<file path="src/rtl/leaf_arb_pkg.sv">
// Shared types and helpers for the leaf write-bus arbiter.
package leaf_arb_pkg;

  typedef enum logic {
    IDLE = 1'b0,
    BUSY = 1'b1
  } state_t;

  // Widest requester vector the index helper handles.
  localparam int MAX_REQ = 32;
  localparam int NUM_REQ_DEFAULT = 5;
  localparam int PTR_W = (NUM_REQ_DEFAULT > 1) ? $clog2(NUM_REQ_DEFAULT) : 1;

  function automatic int ptr_width(input int n);
    return (n > 1) ? $clog2(n) : 1;
  endfunction

  function automatic int onehot_to_idx(input logic [MAX_REQ-1:0] oh);
    int idx;
    idx = 0;
    for (int i = 0; i < MAX_REQ; i++) begin
      if (oh[i]) idx = i;
    end
    return idx;
  endfunction

endpackage

</file>
<file path="src/rtl/leaf_wr_arbiter_rr_pick.sv">
// Combinational round-robin picker: first set request at or above ptr, wrapping.
module rr_pick
  import leaf_arb_pkg::*;
#(
  parameter int NUM_REQ = 5,
  parameter int PTR_W   = 3
) (
  input  logic [NUM_REQ-1:0] req_eff,
  input  logic [PTR_W-1:0]   ptr,
  output logic [NUM_REQ-1:0] win,
  output logic [PTR_W-1:0]   win_idx,
  output logic               any
);

  logic [NUM_REQ-1:0] mask;
  logic [NUM_REQ-1:0] hi;

  for (genvar gi = 0; gi < NUM_REQ; gi++) begin : g_mask
    assign mask[gi] = (PTR_W'(gi) >= ptr);
  end

  // Requests at/above the pointer take priority; otherwise wrap to the lowest.
  assign hi      = req_eff & mask;
  assign win     = (|hi) ? (hi & (~hi + NUM_REQ'(1)))
                         : (req_eff & (~req_eff + NUM_REQ'(1)));
  assign win_idx = PTR_W'(onehot_to_idx(MAX_REQ'(win)));
  assign any     = |req_eff;

endmodule

</file>
<file path="src/rtl/leaf_wr_arbiter.sv">
// Round-robin write-bus scheduler for the distributed leaf registers, plus registered XOR of leaf q.
// Optional stall abort is enabled with `define LEAF_ARB_TIMEOUT_EN.
module leaf_wr_arbiter
  import leaf_arb_pkg::*;
#(
  parameter int NUM_REQ = 5,
  parameter int DATA_W  = 8,
  parameter int TIMEOUT = 16
) (
  input  logic                      clk,
  input  logic                      rst_n,
  input  logic [NUM_REQ-1:0]        req,
  input  logic [NUM_REQ*DATA_W-1:0] req_data,
  output logic [NUM_REQ-1:0]        gnt,
  output logic                      bus_valid,
  output logic [NUM_REQ-1:0]        bus_sel,
  output logic [DATA_W-1:0]         bus_data,
  input  logic                      bus_ready,
  input  logic [NUM_REQ-1:0]        leaf_q,
  output logic                      xor_q,
  output logic                      timeout_err
);

  localparam int PTR_W = ptr_width(NUM_REQ);

  if (NUM_REQ < 1 || NUM_REQ > MAX_REQ) begin : g_bad_num_req
    $error("leaf_wr_arbiter: NUM_REQ out of range");
  end
  if (TIMEOUT < 1) begin : g_bad_timeout
    $error("leaf_wr_arbiter: TIMEOUT must be at least 1");
  end

  state_t             state_reg;
  logic [PTR_W-1:0]   ptr_reg;
  logic [PTR_W-1:0]   ptr_adv;
  logic [NUM_REQ-1:0] req_eff;
  logic [NUM_REQ-1:0] win;
  logic [PTR_W-1:0]   win_idx;
  logic               win_any;
  logic [DATA_W-1:0]  win_data;
  int                 sel_idx;

  assign gnt     = (bus_valid && bus_ready) ? bus_sel : '0;
  assign req_eff = req & ~gnt;

  rr_pick #(
    .NUM_REQ(NUM_REQ),
    .PTR_W  (PTR_W)
  ) u_pick (
    .req_eff(req_eff),
    .ptr    (ptr_reg),
    .win    (win),
    .win_idx(win_idx),
    .any    (win_any)
  );

  assign win_data = req_data[int'(win_idx)*DATA_W +: DATA_W];

  // Pointer moves just past whichever leaf currently owns the bus.
  assign sel_idx = onehot_to_idx(MAX_REQ'(bus_sel));
  assign ptr_adv = (sel_idx == NUM_REQ - 1) ? '0 : PTR_W'(sel_idx + 1);

`ifdef LEAF_ARB_TIMEOUT_EN
  localparam int CNT_W = $clog2(TIMEOUT + 1);
  logic [CNT_W-1:0] stall_cnt_reg;
`else
  assign timeout_err = 1'b0;
`endif

  always_ff @(posedge clk or negedge rst_n) begin
    if (!rst_n) begin
      state_reg     <= IDLE;
      ptr_reg       <= '0;
      bus_valid     <= 1'b0;
      bus_sel       <= '0;
      bus_data      <= '0;
      xor_q         <= 1'b0;
`ifdef LEAF_ARB_TIMEOUT_EN
      timeout_err   <= 1'b0;
      stall_cnt_reg <= '0;
`endif
    end else begin
      xor_q <= ^leaf_q;
`ifdef LEAF_ARB_TIMEOUT_EN
      timeout_err <= 1'b0;
`endif
      case (state_reg)
        IDLE: begin
          if (win_any) begin
            bus_valid <= 1'b1;
            bus_sel   <= win;
            bus_data  <= win_data;
            state_reg <= BUSY;
          end
        end
        BUSY: begin
          if (bus_ready) begin
            ptr_reg <= ptr_adv;
`ifdef LEAF_ARB_TIMEOUT_EN
            stall_cnt_reg <= '0;
`endif
            // Back-to-back: next winner goes straight onto the bus.
            if (win_any) begin
              bus_sel  <= win;
              bus_data <= win_data;
            end else begin
              bus_valid <= 1'b0;
              bus_sel   <= '0;
              bus_data  <= '0;
              state_reg <= IDLE;
            end
          end
`ifdef LEAF_ARB_TIMEOUT_EN
          else if (stall_cnt_reg == CNT_W'(TIMEOUT - 1)) begin
            ptr_reg       <= ptr_adv;
            bus_valid     <= 1'b0;
            bus_sel       <= '0;
            bus_data      <= '0;
            timeout_err   <= 1'b1;
            stall_cnt_reg <= '0;
            state_reg     <= IDLE;
          end else begin
            stall_cnt_reg <= stall_cnt_reg + CNT_W'(1);
          end
`endif
        end
        default: state_reg <= IDLE;
      endcase
    end
  end

endmodule

</file>
<file path="config.mk">
export PLATFORM = sky130hd
export DESIGN_NAME = leaf_wr_arbiter
export DESIGN_NICKNAME = d
export VERILOG_FILES = /design/src/rtl/leaf_arb_pkg.sv /design/src/rtl/leaf_wr_arbiter_rr_pick.sv /design/src/rtl/leaf_wr_arbiter.sv
export SDC_FILE = /design/constraint.sdc
export NUM_CORES = 1
export LEC_CHECK = 0
export ABC_AREA = 1
export CAP_MARGIN = 20
export CORE_ASPECT_RATIO = 1.75
export CORE_MARGIN = 1
export CORE_UTILIZATION = 40
export CTS_CLUSTER_DIAMETER = 40
export DETAILED_ROUTE_END_ITERATION = 12
export PLACE_DENSITY = 0.8
export SKIP_CTS_REPAIR_TIMING = 1
export SLEW_MARGIN = 20
export SYNTH_ARGS = -nofsm -noshare
export SYNTH_HDL_FRONTEND = slang
export SYNTH_SLANG_ARGS = --single-unit
</file>
<file path="constraint.sdc">
create_clock -name clk -period 2.05 [get_ports clk]
set_input_delay 0.41 -clock clk [delete_from_list [all_inputs] [get_ports clk]]
set_output_delay 0.41 -clock clk [all_outputs]
set_load 0.01 [all_outputs]
</file>
==> run summary, run 1 <==
WORST SETUP PATH
--------------------------------------------------------------------------------------------------------
Source of the worst register-to-register timing path ......................................    bus_valid
Path depth of the worst reg2reg path ......................................................           12
Maximum cell stage delay along the critical path ..........................................      0.53 ns
Worst reg2reg path endpoint ...............................................................  bus_data[2]
Capture point of the worst path ...........................................................       gnt[3]
Crit path kind ............................................................................ register to output port
Buffers and inverters on the worst path ...................................................            3
Timing startpoint of the critical path ....................................................    bus_valid
Depth of the critical timing path with buffers and inverters included .....................            4
Maximum fanout along the worst path .......................................................            7
Crit path capture type ....................................................................  output port
Crit path cell chain ...................................................................... nand3_1 -> buf_4 -> inv_1 -> clkdlybuf4s50_1
Slowest stage cell on the critical path ................................................... clkdlybuf4s50_1
Data arrival time of the worst path .......................................................      1.56 ns
Worst path required time ..................................................................      1.64 ns
Element type at the critical path start ...................................................     register
Dominant delay contributor by cell family on the critical path ............................ buffers and inverters
Register-to-register setup slack ..........................................................      0.18 ns

CLOCKING
--------------------------------------------------------------------------------------------------------
Root cell of the clock tree ...............................................................     clkbuf_8
CTS tree ..................................................................................         done
Clock insertion delay at the later pin of the skew report .................................      0.26 ns
Post-CTS clock slew at the launch and capture registers of the worst setup and hold paths .      0.07 ns
Total number of H-tree levels .............................................................            1
Maximum buffer depth of the clock tree ....................................................            2
Clk sinks .................................................................................           19
Number of clock buffers inserted by TritonCTS .............................................            3

DRT
--------------------------------------------------------------------------------------------------------
Via/cell ratio ............................................................................         4.92
Routed via count ..........................................................................        1,810
First-pass iteration count of the detailed router .........................................            4
Final routed wirelength across all metal layers ...........................................      4.57 mm
Wire length per cell ......................................................................      12.4 um
Violation count after the first detailed-routing iteration ................................           42
Final ANT Viol Nets .......................................................................            0
Total DRC errors in the routed layout .....................................................            0

CELLS AND AREA
--------------------------------------------------------------------------------------------------------
Layout Nets ...............................................................................          377
Post-layout instance area .................................................................  0.00255 mm2
Number of standard cells in the final layout excluding fillers ............................          368
Largest register FFs ......................................................................            8
Final design utilization ..................................................................        0.734
Filler instances ..........................................................................          268
Area grow syn2layout ......................................................................        72.5%
Number of diodes ..........................................................................            0
Fraction of final layout cells sized beyond drive strength 1 ..............................        0.176

SYNTHESIS
--------------------------------------------------------------------------------------------------------
Number of library cell types mapped by synthesis ..........................................           24
Total nets after synthesis ................................................................          278
Number of synthesized register bits .......................................................           19
Average footprint of a synthesized cell ...................................................     6.56 um2
Proportion of synthesized chip area in sequential cells ...................................        0.322
Cell area after technology mapping ........................................................  0.00148 mm2
Warnings, synthesis .......................................................................            0
Count of mapped cells out of synthesis ....................................................          225

FLOORPLANNING
--------------------------------------------------------------------------------------------------------
Starting Density ..........................................................................        0.426
Placeable core region .....................................................................  0.00347 mm2
Boundary pin count ........................................................................           74
Die outline area ..........................................................................  0.00395 mm2
Row count .................................................................................           28
Die outline width .........................................................................      47.9 um
Die Y .....................................................................................      82.4 um

STA
--------------------------------------------------------------------------------------------------------
Clock tree skew after final layout ........................................................   0.00268 ns
Final slew viol count .....................................................................            0
Period Utilization, post-route ............................................................        0.959
Final hold violation count ................................................................            0
Timing-limited maximum frequency ..........................................................      509 MHz
Minimum clock period ......................................................................      1.97 ns
Post-Route Setup TNS ......................................................................         0 ns
Final number of setup-violating endpoints .................................................            0

POWER
--------------------------------------------------------------------------------------------------------
Maximum ir drop on the vdd rail ...........................................................   0.000908 V
Static leakage ............................................................................      1.27 nW
Total power divided by cell area ..........................................................  1200 mW/mm2

PLACEMENT
--------------------------------------------------------------------------------------------------------
Placer Congestion .........................................................................        0.997
Placed wire-length estimate after detailed placement ......................................      3.73 mm
Number of input and output port buffers inserted ..........................................           72
Post-placement cell count .................................................................          364
Total placed instance area ................................................................  0.00248 mm2

GRT
--------------------------------------------------------------------------------------------------------
Initial antenna violation count ...........................................................            0
Gr usage total ............................................................................        0.259
Number of global-route vias before repair .................................................        1,755
Pin count of the biggest net entering global routing ......................................           20
Total congestion overflow .................................................................            0
First-pass GRT wire length ................................................................      7.33 mm

RUN
--------------------------------------------------------------------------------------------------------
Max-Cap Viols .............................................................................            0

STATUS
--------------------------------------------------------------------------------------------------------
Run status ................................................................................ complete, no violations

WORST HOLD PATH
--------------------------------------------------------------------------------------------------------
Min-delay worst type ...................................................................... primary input to async pin

where the power goes:
| group | internal [mW] | switching, mW | total, mW |
|---|---|---|---|
| logic | 1.06 | 1.05 | 2.11 |
| registers | 0.539 | 0.143 | 0.682 |
| clock network | 0.135 | 0.127 | 0.262 |
cells in the final DEF (no fill, tap or decap), types with 4 or more instances in the layout:
master | Yosys | routed
clkdlybuf4s50_1 | 0 | 71
nand2_1 | 68 | 67
nand3_1 | 59 | 59
buf_4 | 4 | 25
inv_1 | 24 | 24
dfrtp_1 | 19 | 18
o21ai_0 | 12 | 11
nor2_1 | 7 | 5
nand2_2 | 4 | 5
buf_12 | 0 | 5
nor2_2 | 2 | 4
area by class of cell:
class / instances / area, um2 / share of cell area
clock inverters: 1 / 5.00 / 0.00197
well taps: 45 / 56.3 / 0.0221
flip-flops and latches: 19 / 477 / 0.187
clock buffers: 3 / 41.3 / 0.0162
repair buffers: 102 / 1010 / 0.397
inverters: 28 / 108 / 0.0423
multi-input cells: 170 / 848 / 0.333
cell usage after synthesis (all sizes together):
library cell	count	share of area
buf	8	0.042
conb	1	0.0025
dfrtp	19	0.32
inv	28	0.071
nand2	75	0.21
nand3	61	0.21
nor2	10	0.034
nor3	2	0.010
o211a	1	0.0068
o211ai	1	0.0051
o21ai	15	0.056
xnor2	2	0.012
xor2	2	0.012
cells by family after synthesis:
group / share of synthesized area
XOR/XNOR: 0.0237
buffers and inverters: 0.114
AO/OA/AOI/OAI: 0.0678
flip-flops: 0.322
other: 0.00254
AND/OR/NAND/NOR: 0.470
worst min-delay path by stage:
stage                     startpoint     endpoint  slack (ns)  cells past startpoint
after floorplan                rst_n  bus_data[0]        0.11                      0
after global placement    bus_sel[0]   bus_sel[0]        0.51                      2
after detailed placement  bus_sel[0]   bus_sel[0]        0.51                      2
after CTS                      rst_n   bus_sel[0]        0.50                      2
after global routing           rst_n   ptr_reg[2]        0.53                      2
final                          rst_n   bus_sel[0]        0.49                      2
layer usage:
metal	GRT usage	part of all wire	routed length, um	vias up
li1	-	-	-	924
met1	0.266	0.36	1650	806
met2	0.469	0.56	2570	66
met3	0.0435	0.038	175	14
met4	0.133	0.038	175	0
met5	0	0	0	-
stage by stage:
stage | setup slack [ns] | total power, mW | hold WS (ns)
2_1_floorplan | 0.280 | 1.76 | 0.114
3_3_place_gp | -0.382 | 2.73 | 0.514
3_5_place_dp | -0.433 | 2.76 | 0.511
4_1_cts | -0.281 | 3.04 | 0.504
5_1_grt | -0.00796 | 3.32 | 0.526
6_report | 0.0839 | 3.06 | 0.489
(Power assumes the default switching activity.)
==> run 2, diff against run 1 <==
--- a/config.mk
+++ b/config.mk
@@ -9,10 +9,10 @@
 export CAP_MARGIN = 20
 export CORE_ASPECT_RATIO = 1.75
 export CORE_MARGIN = 1
-export CORE_UTILIZATION = 40
+export CORE_UTILIZATION = 36
 export CTS_CLUSTER_DIAMETER = 40
 export DETAILED_ROUTE_END_ITERATION = 12
-export PLACE_DENSITY = 0.8
+export PLACE_DENSITY = 0.76
 export SKIP_CTS_REPAIR_TIMING = 1
 export SLEW_MARGIN = 20
 export SYNTH_ARGS = -nofsm -noshare
==> constraint.sdc (replaced) <==
create_clock -name clk -period 1.65 [get_ports clk]
set_input_delay 0.33 -clock clk [delete_from_list [all_inputs] [get_ports clk]]
set_output_delay 0.33 -clock clk [all_outputs]
set_load 0.01 [all_outputs]
==> run summary, run 2 (synthesis gave the netlist of run 1 again) <==
STATUS
--------------------------------------------------------------------------------------------------------
Run status ................................................................................ finished, violations left
Violations in the final reports ........................................................... negative setup slack

CLOCKING
--------------------------------------------------------------------------------------------------------
Total number of H-tree levels .............................................................            1
Clock insertion delay at the later pin of the skew report .................................      0.25 ns
Root cell of the clock tree ...............................................................     clkbuf_8
CTS tree ..................................................................................         done
Clk sinks .................................................................................           19
Maximum buffer depth of the clock tree ....................................................            2
Post-CTS clock slew at the launch and capture registers of the worst setup and hold paths .      0.07 ns
Number of clock buffers inserted by TritonCTS .............................................            3

GRT
--------------------------------------------------------------------------------------------------------
Total congestion overflow .................................................................            0
First-pass GRT wire length ................................................................      7.62 mm
Pin count of the biggest net entering global routing ......................................           20
Number of global-route vias before repair .................................................        1,864
Initial antenna violation count ...........................................................            0
Gr usage total ............................................................................        0.225

WORST SETUP PATH
--------------------------------------------------------------------------------------------------------
Data arrival time of the worst path .......................................................      1.57 ns
Crit path cell chain ...................................................................... nand3_1 -> buf_4 -> inv_1 -> clkdlybuf4s50_1
Buffers and inverters on the worst path ...................................................            3
Maximum fanout along the worst path .......................................................            7
Slowest stage cell on the critical path ................................................... clkdlybuf4s50_1
Dominant delay contributor by cell family on the critical path ............................ buffers and inverters
Crit path capture type ....................................................................  output port
Worst path required time ..................................................................      1.32 ns
Crit path kind ............................................................................ register to output port
Maximum cell stage delay along the critical path ..........................................      0.52 ns
Element type at the critical path start ...................................................     register

POWER
--------------------------------------------------------------------------------------------------------
Total power divided by cell area ..........................................................  1440 mW/mm2
Static leakage ............................................................................      1.38 nW
Share of total power consumed by net switching ............................................        0.451
Portion of total power attributed to combinational logic ..................................        0.696
Portion of total power attributed to the clock network ....................................        0.086
Pint ......................................................................................      2.08 mW
Proportion of power drawn by flip-flops and latches .......................................        0.218
Switching Power ...........................................................................      1.71 mW
Maximum ir drop on the vdd rail ...........................................................    0.00104 V

DRT
--------------------------------------------------------------------------------------------------------
Final routed wirelength across all metal layers ...........................................      4.61 mm
Routed via count ..........................................................................        1,841
Final ANT Viol Nets .......................................................................            0
Violation count after the first detailed-routing iteration ................................           35
Via/cell ratio ............................................................................         4.90
Wire length per cell ......................................................................      12.3 um
First-pass iteration count of the detailed router .........................................            4
Total DRC errors in the routed layout .....................................................            0

CELLS AND AREA
--------------------------------------------------------------------------------------------------------
Most frequent standard cell in the layout excluding fill and tap cells .................... clkdlybuf4s50_1
Final design utilization ..................................................................        0.672
Most used cells in the layout excluding fill and tap cells ................................ clkdlybuf4s50_1 (65), nand2_1 (64), nand3_1 (55)
Fraction of final layout cells sized beyond drive strength 1 ..............................        0.213
Layout Nets ...............................................................................          382
Number of diodes ..........................................................................            0
Number of standard cells in the final layout excluding fillers ............................          376
Area grow syn2layout ......................................................................        77.6%
Filler instances ..........................................................................          363
Largest register FFs ......................................................................            8

STA
--------------------------------------------------------------------------------------------------------
Timing-limited maximum frequency ..........................................................      526 MHz
Setup repair after global routing missed its margin .......................................          yes
Final slew viol count .....................................................................            0
Minimum clock period ......................................................................      1.90 ns
Post-Route Setup TNS ......................................................................     -1.76 ns
Setup slack of the critical path after layout .............................................    -0.252 ns
Clock tree skew after final layout ........................................................   0.00492 ns
Period Utilization, post-route ............................................................         1.15
Final hold violation count ................................................................            0
Final number of setup-violating endpoints .................................................           12

PLACEMENT
--------------------------------------------------------------------------------------------------------
Placer Congestion .........................................................................        0.953
Post-placement worst setup slack ..........................................................    -0.759 ns
Placed wire-length estimate after detailed placement ......................................      3.76 mm
Number of input and output port buffers inserted ..........................................           72
Post-placement cell count .................................................................          369

FLOORPLANNING
--------------------------------------------------------------------------------------------------------
Die outline area ..........................................................................  0.00437 mm2
Die outline width .........................................................................      50.4 um
Die Y .....................................................................................      86.7 um
Boundary pin count ........................................................................           74
Row count .................................................................................           30
Placeable core region .....................................................................  0.00390 mm2
Starting Density ..........................................................................        0.378

RUN
--------------------------------------------------------------------------------------------------------
Max-Cap Viols .............................................................................            0

WORST HOLD PATH
--------------------------------------------------------------------------------------------------------
Min-delay worst type ...................................................................... primary input to async pin

[run 2: path summary, 6_finish.rpt]
| path | slack [ns] | depth (start not counted) | start | endpoint |
|---|---|---|---|---|
| setup / recovery | -0.25 | 4 | bus_valid | gnt[3] |
| max in group asynchronous | 1.02 | 2 | rst_n | bus_valid |
| setup reg to reg | -0.17 | 11 | ptr_reg[1] | bus_data[7] |
| min in group clk | 0.55 | 2 | ptr_reg[1] | ptr_reg[1] |
| hold / removal | 0.41 | 2 | rst_n | bus_sel[0] |
| hold reg to reg | 0.55 | 2 | ptr_reg[1] | ptr_reg[1] |
[run 2: power by group through the flow]
stage	combinational [mW]	sequential [mW]	clock, mW
after global routing	2.88	0.847	0.348
after global placement	2.43	0.834	0
after CTS	2.49	0.830	0.332
after detailed placement	2.48	0.840	0
final	2.63	0.826	0.325
after floorplan	1.33	0.902	0
[run 2: per-stage QoR]
stage / cell area [um2] / hold WS [ns] / power, mW
floorplan: 1510 / 0.0344 / 2.23
global placement: 2480 / 0.537 / 3.26
detailed placement: 2480 / 0.544 / 3.32
CTS: 2530 / 0.417 / 3.65
global route: 2620 / 0.442 / 4.08
finish: 2620 / 0.406 / 3.78
[run 2: worst register-to-register path: cells and delay by family, from the launching register on]
family | cells | cell delay [ns]
AND/OR/NAND/NOR | 9 | 0.93
flip-flops | 1 | 0.42
AO/OA/AOI/OAI | 1 | 0.20
buffers and inverters | 1 | 0.17
[run 2: per-layer routing]
layer | track usage | routed length [um] | part of all wire | up-vias
met3 | 0.0281 | 169 | 0.037 | 10
met4 | 0.0884 | 114 | 0.025 | 0
met2 | 0.473 | 2670 | 0.58 | 64
met5 | 0 | 0 | 0 | -
met1 | 0.203 | 1660 | 0.36 | 838
li1 | - | - | - | 929
[run 2: cell type report]
cell class / count / area, um2 / area share
timing repair buffer: 107 / 1020 / 0.388
multi-input combinational: 170 / 912 / 0.348
sequential: 19 / 477 / 0.182
inverter: 28 / 110 / 0.0420
tap: 48 / 60.1 / 0.0229
clock buffer: 3 / 41.3 / 0.0157
clock inverter: 1 / 5.00 / 0.00191
